$ cat config.mk
export PLATFORM = sky130hd
export DESIGN_NAME = ram_bus_arbiter_flat
export DESIGN_NICKNAME = d
export VERILOG_FILES = /design/src/rtl/ram_bus_arbiter_if.sv /design/src/rtl/ram_bus_arbiter.sv /design/src/flat_wrapper.sv
export SDC_FILE = /design/constraint.sdc
export NUM_CORES = 1
export LEC_CHECK = 0
export ABC_AREA = 1
export BUFFER_PORTS_ARGS = -buffer_cell sky130_fd_sc_hd__clkbuf_2
export CAP_MARGIN = 20
export CELL_PAD_IN_SITES_DETAIL_PLACEMENT = 0
export CELL_PAD_IN_SITES_GLOBAL_PLACEMENT = 1
export CORE_MARGIN = 5
export CORE_UTILIZATION = 32
export CTS_CLUSTER_SIZE = 24
export DETAILED_ROUTE_END_ITERATION = 10
export MAX_ROUTING_LAYER = met4
export PLACE_DENSITY = 0.86
export SYNTH_ARGS = -nofsm -noshare
export SYNTH_HDL_FRONTEND = slang
export SYNTH_SLANG_ARGS = --single-unit
$ cat constraint.sdc
create_clock -name clk -period 1.2 [get_ports clk]
set_input_delay 0.24 -clock clk [delete_from_list [all_inputs] [get_ports clk]]
set_output_delay 0.24 -clock clk [all_outputs]
set_load 0.03 [all_outputs]
$ cat src/rtl/ram_bus_arbiter_if.sv
// Bus bundle between the two requesters (CPU sequencer, loader), the arbiter and the data RAM.
// master = requester/RAM side, slave = arbiter side.
interface ram_bus_arbiter_if #(
  parameter int ADDR_W = 7,
  parameter int DATA_W = 8
);
  logic              cpu_req;
  logic              cpu_we;
  logic [ADDR_W-1:0] cpu_addr;
  logic [DATA_W-1:0] cpu_wdata;
  logic              cpu_gnt;
  logic              cpu_done;
  logic              cpu_stall;
  logic              ldr_req;
  logic              ldr_we;
  logic [ADDR_W-1:0] ldr_addr;
  logic [DATA_W-1:0] ldr_wdata;
  logic              ldr_gnt;
  logic              ldr_done;
  logic [DATA_W-1:0] rd_data;
  logic              busy;
  logic              ram_cs;
  logic              ram_oe;
  logic              ram_we;
  logic [ADDR_W-1:0] ram_addr;
  logic [DATA_W-1:0] ram_wdata;
  logic [DATA_W-1:0] ram_rdata;

  modport master (
    output cpu_req, cpu_we, cpu_addr, cpu_wdata,
    output ldr_req, ldr_we, ldr_addr, ldr_wdata,
    output ram_rdata,
    input  cpu_gnt, cpu_done, cpu_stall, ldr_gnt, ldr_done,
    input  rd_data, busy, ram_cs, ram_oe, ram_we, ram_addr, ram_wdata
  );

  modport slave (
    input  cpu_req, cpu_we, cpu_addr, cpu_wdata,
    input  ldr_req, ldr_we, ldr_addr, ldr_wdata,
    input  ram_rdata,
    output cpu_gnt, cpu_done, cpu_stall, ldr_gnt, ldr_done,
    output rd_data, busy, ram_cs, ram_oe, ram_we, ram_addr, ram_wdata
  );
endinterface

$ cat src/rtl/ram_bus_arbiter.sv
// Two-requester data RAM arbiter: IDLE -> ACCESS (strobes held ACC_CYCLES) -> DONE pulse.
// Define RAM_ARB_RR_EN for round-robin arbitration; default is fixed CPU priority.
module ram_bus_arbiter #(
  parameter int ADDR_W     = 7,
  parameter int DATA_W     = 8,
  parameter int ACC_CYCLES = 2
) (
  input  logic              clk,
  input  logic              rst,
  ram_bus_arbiter_if.slave  bus
);
  localparam int CNT_W = $clog2(ACC_CYCLES + 1);

  typedef enum logic [1:0] {
    IDLE   = 2'd0,
    ACCESS = 2'd1,
    DONE   = 2'd2
  } state_t;

  state_t            state, state_nx;
  logic [CNT_W-1:0]  count, count_nx;
  logic              owner_ldr, owner_ldr_nx;
  logic              we_l, we_l_nx;
  logic [ADDR_W-1:0] addr_l, addr_l_nx;
  logic [DATA_W-1:0] wdata_l, wdata_l_nx;
  logic              pick_ldr;

  logic              cs_r, oe_r, we_r, busy_r;
  logic              cpu_gnt_r, cpu_done_r, ldr_gnt_r, ldr_done_r;
  logic [DATA_W-1:0] rd_data_r;

`ifdef RAM_ARB_RR_EN
  logic last_ldr;

  // On a tie the loader wins only if the CPU was the last owner.
  assign pick_ldr = bus.ldr_req & (~bus.cpu_req | ~last_ldr);

  // Last-owner pointer, updated when an access is launched
  always_ff @(posedge clk or posedge rst) begin
    if (rst) begin
      last_ldr <= 1'b1;
    end else if (state == IDLE && (bus.cpu_req || bus.ldr_req)) begin
      last_ldr <= pick_ldr;
    end
  end
`else
  assign pick_ldr = bus.ldr_req & ~bus.cpu_req;
`endif

  // State register and latched access fields
  always_ff @(posedge clk or posedge rst) begin
    if (rst) begin
      state     <= IDLE;
      count     <= {CNT_W{1'b0}};
      owner_ldr <= 1'b0;
      we_l      <= 1'b0;
      addr_l    <= {ADDR_W{1'b0}};
      wdata_l   <= {DATA_W{1'b0}};
    end else begin
      state     <= state_nx;
      count     <= count_nx;
      owner_ldr <= owner_ldr_nx;
      we_l      <= we_l_nx;
      addr_l    <= addr_l_nx;
      wdata_l   <= wdata_l_nx;
    end
  end

  // Next-state logic; request fields are captured only on the IDLE->ACCESS step
  always_comb begin
    state_nx     = state;
    count_nx     = count;
    owner_ldr_nx = owner_ldr;
    we_l_nx      = we_l;
    addr_l_nx    = addr_l;
    wdata_l_nx   = wdata_l;
    case (state)
      IDLE: begin
        if (bus.cpu_req || bus.ldr_req) begin
          state_nx     = ACCESS;
          count_nx     = CNT_W'(ACC_CYCLES - 1);
          owner_ldr_nx = pick_ldr;
          we_l_nx      = pick_ldr ? bus.ldr_we    : bus.cpu_we;
          addr_l_nx    = pick_ldr ? bus.ldr_addr  : bus.cpu_addr;
          wdata_l_nx   = pick_ldr ? bus.ldr_wdata : bus.cpu_wdata;
        end else begin
          state_nx = IDLE;
        end
      end
      ACCESS: begin
        if (count != {CNT_W{1'b0}}) begin
          count_nx = count - CNT_W'(1);
        end else begin
          state_nx = DONE;
        end
      end
      DONE:    state_nx = IDLE;
      default: state_nx = IDLE;
    endcase
  end

  // Outputs registered from the next state so they align with the state they describe
  always_ff @(posedge clk or posedge rst) begin
    if (rst) begin
      cs_r       <= 1'b0;
      oe_r       <= 1'b0;
      we_r       <= 1'b0;
      busy_r     <= 1'b0;
      cpu_gnt_r  <= 1'b0;
      ldr_gnt_r  <= 1'b0;
      cpu_done_r <= 1'b0;
      ldr_done_r <= 1'b0;
    end else begin
      cs_r       <= (state_nx == ACCESS);
      oe_r       <= (state_nx == ACCESS) & ~we_l_nx;
      we_r       <= (state_nx == ACCESS) & we_l_nx;
      busy_r     <= (state_nx != IDLE);
      cpu_gnt_r  <= (state_nx != IDLE) & ~owner_ldr_nx;
      ldr_gnt_r  <= (state_nx != IDLE) & owner_ldr_nx;
      cpu_done_r <= (state_nx == DONE) & ~owner_ldr_nx;
      ldr_done_r <= (state_nx == DONE) & owner_ldr_nx;
    end
  end

  // Read data captured on the last ACCESS cycle of a read; writes leave it alone
  always_ff @(posedge clk or posedge rst) begin
    if (rst) begin
      rd_data_r <= {DATA_W{1'b0}};
    end else if (state == ACCESS && count == {CNT_W{1'b0}} && !we_l) begin
      rd_data_r <= bus.ram_rdata;
    end
  end

  assign bus.ram_cs    = cs_r;
  assign bus.ram_oe    = oe_r;
  assign bus.ram_we    = we_r;
  assign bus.ram_addr  = addr_l;
  assign bus.ram_wdata = wdata_l;
  assign bus.busy      = busy_r;
  assign bus.cpu_gnt   = cpu_gnt_r;
  assign bus.ldr_gnt   = ldr_gnt_r;
  assign bus.cpu_done  = cpu_done_r;
  assign bus.ldr_done  = ldr_done_r;
  assign bus.rd_data   = rd_data_r;
  assign bus.cpu_stall = bus.cpu_req & ~cpu_done_r;
endmodule

$ cat src/flat_wrapper.sv
// flat-port wrapper written by rule: the top's interface ports become plain ports
module ram_bus_arbiter_flat 
#(
  parameter int ADDR_W     = 7,
  parameter int DATA_W     = 8,
  parameter int ACC_CYCLES = 2
)
  (clk, rst, bus_cpu_req, bus_cpu_we, bus_cpu_addr, bus_cpu_wdata, bus_ldr_req, bus_ldr_we, bus_ldr_addr, bus_ldr_wdata, bus_ram_rdata, bus_cpu_gnt, bus_cpu_done, bus_cpu_stall, bus_ldr_gnt, bus_ldr_done, bus_rd_data, bus_busy, bus_ram_cs, bus_ram_oe, bus_ram_we, bus_ram_addr, bus_ram_wdata);
  ram_bus_arbiter_if #(.ADDR_W(ADDR_W), .DATA_W(DATA_W)) bus_i ();
  input  logic clk;
  input  logic rst;
  input wire logic [$bits(bus_i.cpu_req)-1:0] bus_cpu_req;
  input wire logic [$bits(bus_i.cpu_we)-1:0] bus_cpu_we;
  input wire logic [$bits(bus_i.cpu_addr)-1:0] bus_cpu_addr;
  input wire logic [$bits(bus_i.cpu_wdata)-1:0] bus_cpu_wdata;
  input wire logic [$bits(bus_i.ldr_req)-1:0] bus_ldr_req;
  input wire logic [$bits(bus_i.ldr_we)-1:0] bus_ldr_we;
  input wire logic [$bits(bus_i.ldr_addr)-1:0] bus_ldr_addr;
  input wire logic [$bits(bus_i.ldr_wdata)-1:0] bus_ldr_wdata;
  input wire logic [$bits(bus_i.ram_rdata)-1:0] bus_ram_rdata;
  output wire logic [$bits(bus_i.cpu_gnt)-1:0] bus_cpu_gnt;
  output wire logic [$bits(bus_i.cpu_done)-1:0] bus_cpu_done;
  output wire logic [$bits(bus_i.cpu_stall)-1:0] bus_cpu_stall;
  output wire logic [$bits(bus_i.ldr_gnt)-1:0] bus_ldr_gnt;
  output wire logic [$bits(bus_i.ldr_done)-1:0] bus_ldr_done;
  output wire logic [$bits(bus_i.rd_data)-1:0] bus_rd_data;
  output wire logic [$bits(bus_i.busy)-1:0] bus_busy;
  output wire logic [$bits(bus_i.ram_cs)-1:0] bus_ram_cs;
  output wire logic [$bits(bus_i.ram_oe)-1:0] bus_ram_oe;
  output wire logic [$bits(bus_i.ram_we)-1:0] bus_ram_we;
  output wire logic [$bits(bus_i.ram_addr)-1:0] bus_ram_addr;
  output wire logic [$bits(bus_i.ram_wdata)-1:0] bus_ram_wdata;
  assign bus_i.cpu_req = bus_cpu_req;
  assign bus_i.cpu_we = bus_cpu_we;
  assign bus_i.cpu_addr = bus_cpu_addr;
  assign bus_i.cpu_wdata = bus_cpu_wdata;
  assign bus_i.ldr_req = bus_ldr_req;
  assign bus_i.ldr_we = bus_ldr_we;
  assign bus_i.ldr_addr = bus_ldr_addr;
  assign bus_i.ldr_wdata = bus_ldr_wdata;
  assign bus_i.ram_rdata = bus_ram_rdata;
  assign bus_cpu_gnt = bus_i.cpu_gnt;
  assign bus_cpu_done = bus_i.cpu_done;
  assign bus_cpu_stall = bus_i.cpu_stall;
  assign bus_ldr_gnt = bus_i.ldr_gnt;
  assign bus_ldr_done = bus_i.ldr_done;
  assign bus_rd_data = bus_i.rd_data;
  assign bus_busy = bus_i.busy;
  assign bus_ram_cs = bus_i.ram_cs;
  assign bus_ram_oe = bus_i.ram_oe;
  assign bus_ram_we = bus_i.ram_we;
  assign bus_ram_addr = bus_i.ram_addr;
  assign bus_ram_wdata = bus_i.ram_wdata;
  ram_bus_arbiter #(.ADDR_W(ADDR_W), .DATA_W(DATA_W), .ACC_CYCLES(ACC_CYCLES)) u_core (.clk(clk), .rst(rst), .bus(bus_i));
endmodule
* After elaboration in Yosys (flattened, before gate mapping) *
Cells that the tools add are included.

word-level totals
  logic and storage cells = 57
  bits in registers = 37
  input bits = 44

cells by class
  add/sub/neg operators = 1
  muxes and demuxes = 13
  eq/ne operators = 5
  bitwise operators = 12
  reduce and logical (&&, ||, !) cells = 11

operator list
  operator               count
  $and A1 B1 Y1          8
  $mux W8                1
  $pmux W2 S2            2
  $mux W7                1
  $mux W1                6
  $mux W2                3
  $reduce_bool A2 Y1     3
  $eq A2 B1 Y1 const B   2
  $logic_not A2 Y1       2
  $ne A2 B1 Y1 const B   2
  $not A1 Y1             4
  $reduce_and A3 Y1      1
  $eq A2 B2 Y1 const B   1
  $logic_and A1 B1 Y1    2
  $reduce_and A2 Y1      1
  $sub A2 B1 Y2 const B  1
  $logic_not A1 Y1       1
  $logic_or A1 B1 Y1     1

* Logic depth before layout (Yosys ltp) *
  depth in word-level cells = 7
  gate-level depth with buffers = 8
  mapped depth without buffers = 8

* Least setup slack after synthesis *
OpenSTA, ideal clock, no wires.

  path kind = flip-flop to output port
  start point = register u_core.cpu_done_r, in the netlist u_core.bus.cpu_done
  end point = output bus_cpu_stall
  setup slack = 25 ps
  stages on the path, launching flop included = 2
  data arrival time = 935 ps
  path buffers = 0
  path through = dfrtp_1 > nor2_1

between the ends
  cells in the longest elaborated chain, start to end = 2

ends and longest elaborated chain
  element                 line                    RTL
  start, declared         ram_bus_arbiter.sv:29   logic cpu_gnt_r, cpu_done_r, ldr_gnt_r, ldr_done_r;
  start signal, assigned  ram_bus_arbiter.sv:120  cpu_done_r <= (state_nx == DONE) & ~owner_ldr_nx;
  $not A1 Y1              ram_bus_arbiter.sv:145  assign bus.cpu_stall = bus.cpu_req & ~cpu_done_r;
  $and A1 B1 Y1           ram_bus_arbiter.sv:145
  end, declared           flat_wrapper.sv:23      output wire logic [$bits(bus_i.cpu_stall)-1:0] bus_cpu_stall;

Every way passes these cells.

* Final worst setup path *
Same ends and word-level chain as after synthesis.

==> impl_results.md <==
* List of most frequent post-synthesis cells: sky130_fd_sc_hd__nand2_1 (116), sky130_fd_sc_hd__dfrtp_1 (37), sky130_fd_sc_hd__inv_1 (13), sky130_fd_sc_hd__nand3_1 (11), sky130_fd_sc_hd__nor2_1 (5)
* Setup skew after layout at 2.27 ps
* Number of unique standard cell types used by synthesis at 18
* Placement-stage cell area at 2160 um2
* Minimum clock period at 1190 ps
* Number of global-route vias before repair at 1455
* GRT Overall Usage at 13.0%
* Final routed wire length divided by cell count at 10.9 um
* Number of standard-cell rows in the floorplan at 26
* Power density normalized to cell area at 2800 nW/um2
* Max-capacitance violation count at 0
* Cell area after layout at 2350 um2
* Largest area contributor in the netlist: sky130_fd_sc_hd__dfrtp_1
* First-pass GRT wire length at 6.44 mm
* Run status: complete, no violations
* Part of the Yosys area used for sequential elements at 55.3%
* Sequential group share of total power at 32.6%
* CORE AREA at 5110 um2
* Flip-flop and latch count after synthesis at 37
* Crit path max-delay cell type: sky130_fd_sc_hd__dfrtp_1
* Transition time at the pin with the least slew margin at 310 ps
* Number of remaining DRC errors at 0
* Category of the worst setup path launch point: register
* Clk slew on worst S/H paths at 70 ps
* EDFF count, synth at 0
* Area Growth Syn to Fin at 40.7%
* Cells taking the most area after synthesis: sky130_fd_sc_hd__dfrtp_1 (55%), sky130_fd_sc_hd__nand2_1 (26%), sky130_fd_sc_hd__nand3_1 (3.3%), sky130_fd_sc_hd__inv_1 (2.9%), sky130_fd_sc_hd__nor2_4 (2.7%)
* Initial standard-cell utilization of the core at 32.8%
* Total iterations of the first detailed-routing run at 4
* Synth async-reset ratio at 100%
* Kind of cell with the highest combined delay on the critical path: flip-flops
* Height of the die at 82.3 um
* Switching share of power at 47.1%
* Combinational power share at 53.2%
* Final #Nets at 342
* Layout fillers at 527
* Max stage delay on crit path at 400 ps
* Syn nets at 253
* Total wire length at 4.00 mm
* Type of destination of the critical path: output pin
* Global placement routability congestion at 0.712
* Hold Fails Final Rpt at 0
* CTS tree: done
* Via count normalized by instance count at 4.09
* Crit path cell chain: nor2_2 -> clkbuf_8
* RSZ-0062 raised after global routing: true
* Area of the die at 6780 um2
* Leak Pwr at 1.41 nW
* WS Path Type: reg2out
* X dimension of the die at 82.3 um
* Setup slack after layout at 14.1 ps
* Boundary pin count at 76
* Sinks on Clock Net at 37
* Maximum number of pins on one net before global-route repair at 38
* Syn. warnings at 0
* Clk pwr share at 14.2%
* Total via count in the routed design at 1506
* Internal Dissipation at 0.00349 W
* Residual overflow from global routing at 0
* Number of antenna repair diodes at 0
* Port Buffer Count at 75
* Final number of setup-violating endpoints at 0
* Buffers from clock root to sink, at most at 2
* Worst-path maximum fanout at 2
* Class of the tightest hold or removal check: in2reg
* Detailed placer's ending HPWL at 3.01 mm
* Relative slew margins at 79.2%
* Number of max-slew violations in the final report at 0
* Buffer type at the clock tree root: sky130_fd_sc_hd__clkbuf_8
* Post-synth top flop: sky130_fd_sc_hd__dfrtp_1
* Cell area after synthesis at 1670 um2
* Final period utilization at 98.8%
* Number of buffers created by CTS at 5
* Worst Path Required at 960 ps
* Synthesized instance count at 208
* Post-Synthesis Mean Instance Area at 8.05 um2
* Worst setup slack before clock tree synthesis at 17.0 ps
* Net switching power of the design at 0.00311 W
* Crit path buffers/inverters at 1
* Antenna-violating nets left at 0
* Worst IR Drop VDD at 1160 uV
* Area share of the largest cell type after synthesis at 55.3%
* Arrival time worst endpoint at 950 ps
* Maximum clock rate at 0.843 GHz
* Number of DRC markers after the initial detailed-route iteration at 49
* Clock latency reported for the late side of the worst-skew pair at 280 ps
* Antenna violations before repair at 0
* H-tree depth at 2
* Share of post-route cells with drive strength above 1 at 39.3%
* Leading cell type by number of instances after synthesis: sky130_fd_sc_hd__nand2_1
power groups by stage:
stage               Sequential (W)  Combinational, W  Clock [W]
floorplan                  0.00311           0.00136          0
global placement           0.00217           0.00323          0
detailed placement         0.00216           0.00329          0
CTS                        0.00215           0.00331   0.000995
global route               0.00222           0.00386    0.00104
finish                     0.00215           0.00351   0.000938
metrics by stage:
| step | TNS (ps) | total power, W | std cells | util, % | hold slack [ps] |
|---|---|---|---|---|---|
| 2_1_floorplan | 0 | 0.00447 | 208 | - | 385 |
| 3_3_place_gp | 0 | 0.00539 | 356 | 42.4 | 286 |
| 3_5_place_dp | 0 | 0.00545 | 356 | 42.4 | 290 |
| 4_1_cts | -34.1 | 0.00645 | 365 | 44.7 | 165 |
| 5_1_grt | -606 | 0.00712 | 368 | 46.1 | 167 |
| 6_report | 0 | 0.00660 | 368 | 46.1 | 182 |
what timing repair did:
action,4_1_cts,5_1_grt
hold endpoints to repair,37,0
hold buffers,1,0
pin swaps,1,5
setup endpoints to repair,1,28
buffers inserted,0,3
resized for setup,2,16
flip-flops by register name, summed over array words and instances (netlist names):
signal	count
u_core.bus.cpu_done	1
u_core.bus.ram_wdata	8
u_core.bus.ram_oe	1
u_core.state	2
u_core.bus.ldr_done	1
u_core.bus.cpu_gnt	1
u_core.bus.ram_addr	7
u_core.bus.ram_cs	1
u_core.count	2
u_core.bus.ldr_gnt	1
u_core.bus.busy	1
u_core.bus.rd_data	8
u_core.we_l	1
u_core.owner_ldr	1
u_core.bus.ram_we	1
kinds of logic after synthesis:
logic type	count (synthesis)	share of synthesized area [%]
buffers and inverters	24	7.17
flip-flops	37	55.3
AO/OA/AOI/OAI	5	1.49
AND/OR/NAND/NOR	141	35.3
adder cells (fa/ha/maj)	1	0.747
cell type report:
class | count | area, um2 | area share [%]
inverter | 19 | 76.3 | 3.24
multi-input combinational | 147 | 662 | 28.1
tap | 70 | 87.6 | 3.72
clock inverter | 1 | 5.00 | 0.213
timing repair buffer | 87 | 500 | 21.3
clock buffer | 7 | 96.3 | 4.09
sequential | 37 | 927 | 39.4
worst reg2reg max path: cells and delay by family, from the launching register on:
family / cells / cell delay (ps)
simple gates: 4 / 440
buf+inv: 3 / 270
flops: 1 / 410
layout by cell type, fill, tap and decap left out:
cell type | Yosys | layout
sky130_fd_sc_hd__a21oi_2 | 0 | 1
sky130_fd_sc_hd__buf_12 | 0 | 1
sky130_fd_sc_hd__buf_4 | 1 | 7
sky130_fd_sc_hd__buf_6 | 3 | 3
sky130_fd_sc_hd__clkbuf_2 | 0 | 74
sky130_fd_sc_hd__clkbuf_8 | 0 | 8
sky130_fd_sc_hd__clkinv_1 | 1 | 1
sky130_fd_sc_hd__clkinv_2 | 0 | 1
sky130_fd_sc_hd__dfrtp_1 | 37 | 36
sky130_fd_sc_hd__dfrtp_2 | 0 | 1
sky130_fd_sc_hd__dlygate4sd3_1 | 0 | 1
sky130_fd_sc_hd__ha_1 | 1 | 1
sky130_fd_sc_hd__inv_1 | 13 | 12
sky130_fd_sc_hd__inv_2 | 4 | 5
sky130_fd_sc_hd__inv_6 | 0 | 1
sky130_fd_sc_hd__nand2_1 | 116 | 113
sky130_fd_sc_hd__nand2_2 | 3 | 4
sky130_fd_sc_hd__nand2_4 | 1 | 3
sky130_fd_sc_hd__nand3_1 | 11 | 9
sky130_fd_sc_hd__nand3_2 | 0 | 2
sky130_fd_sc_hd__nor2_1 | 5 | 4
sky130_fd_sc_hd__nor2_2 | 1 | 2
sky130_fd_sc_hd__nor2_4 | 4 | 4
sky130_fd_sc_hd__o21ai_0 | 4 | 3
sky130_fd_sc_hd__o21ai_1 | 0 | 1
metal layers:
metal	vias up	global-route usage (%)	routed length, um
met5	-	-	0
met4	0	4.98	78
met3	6	3.04	214
met2	43	19.2	1720
met1	657	17.2	1990
li1	800	-	-
worst paths after layout:
check                                       from               endpoint  slack [ps]  depth (start not counted)
max                          u_core.bus.cpu_done          bus_cpu_stall          10                          2
min                             bus_ram_rdata[3]  u_core.bus.rd_data[3]         180                          3
max reg2reg                      u_core.state[0]  u_core.bus.rd_data[4]          30                          7
min reg2reg                u_core.bus.rd_data[6]  u_core.bus.rd_data[6]         480                          2
max in group asynchronous                    rst        u_core.state[1]         470                          4
min in group asynchronous                    rst  u_core.bus.rd_data[1]         540                          4
No activity file was read; power rests on OpenSTA's default activity.
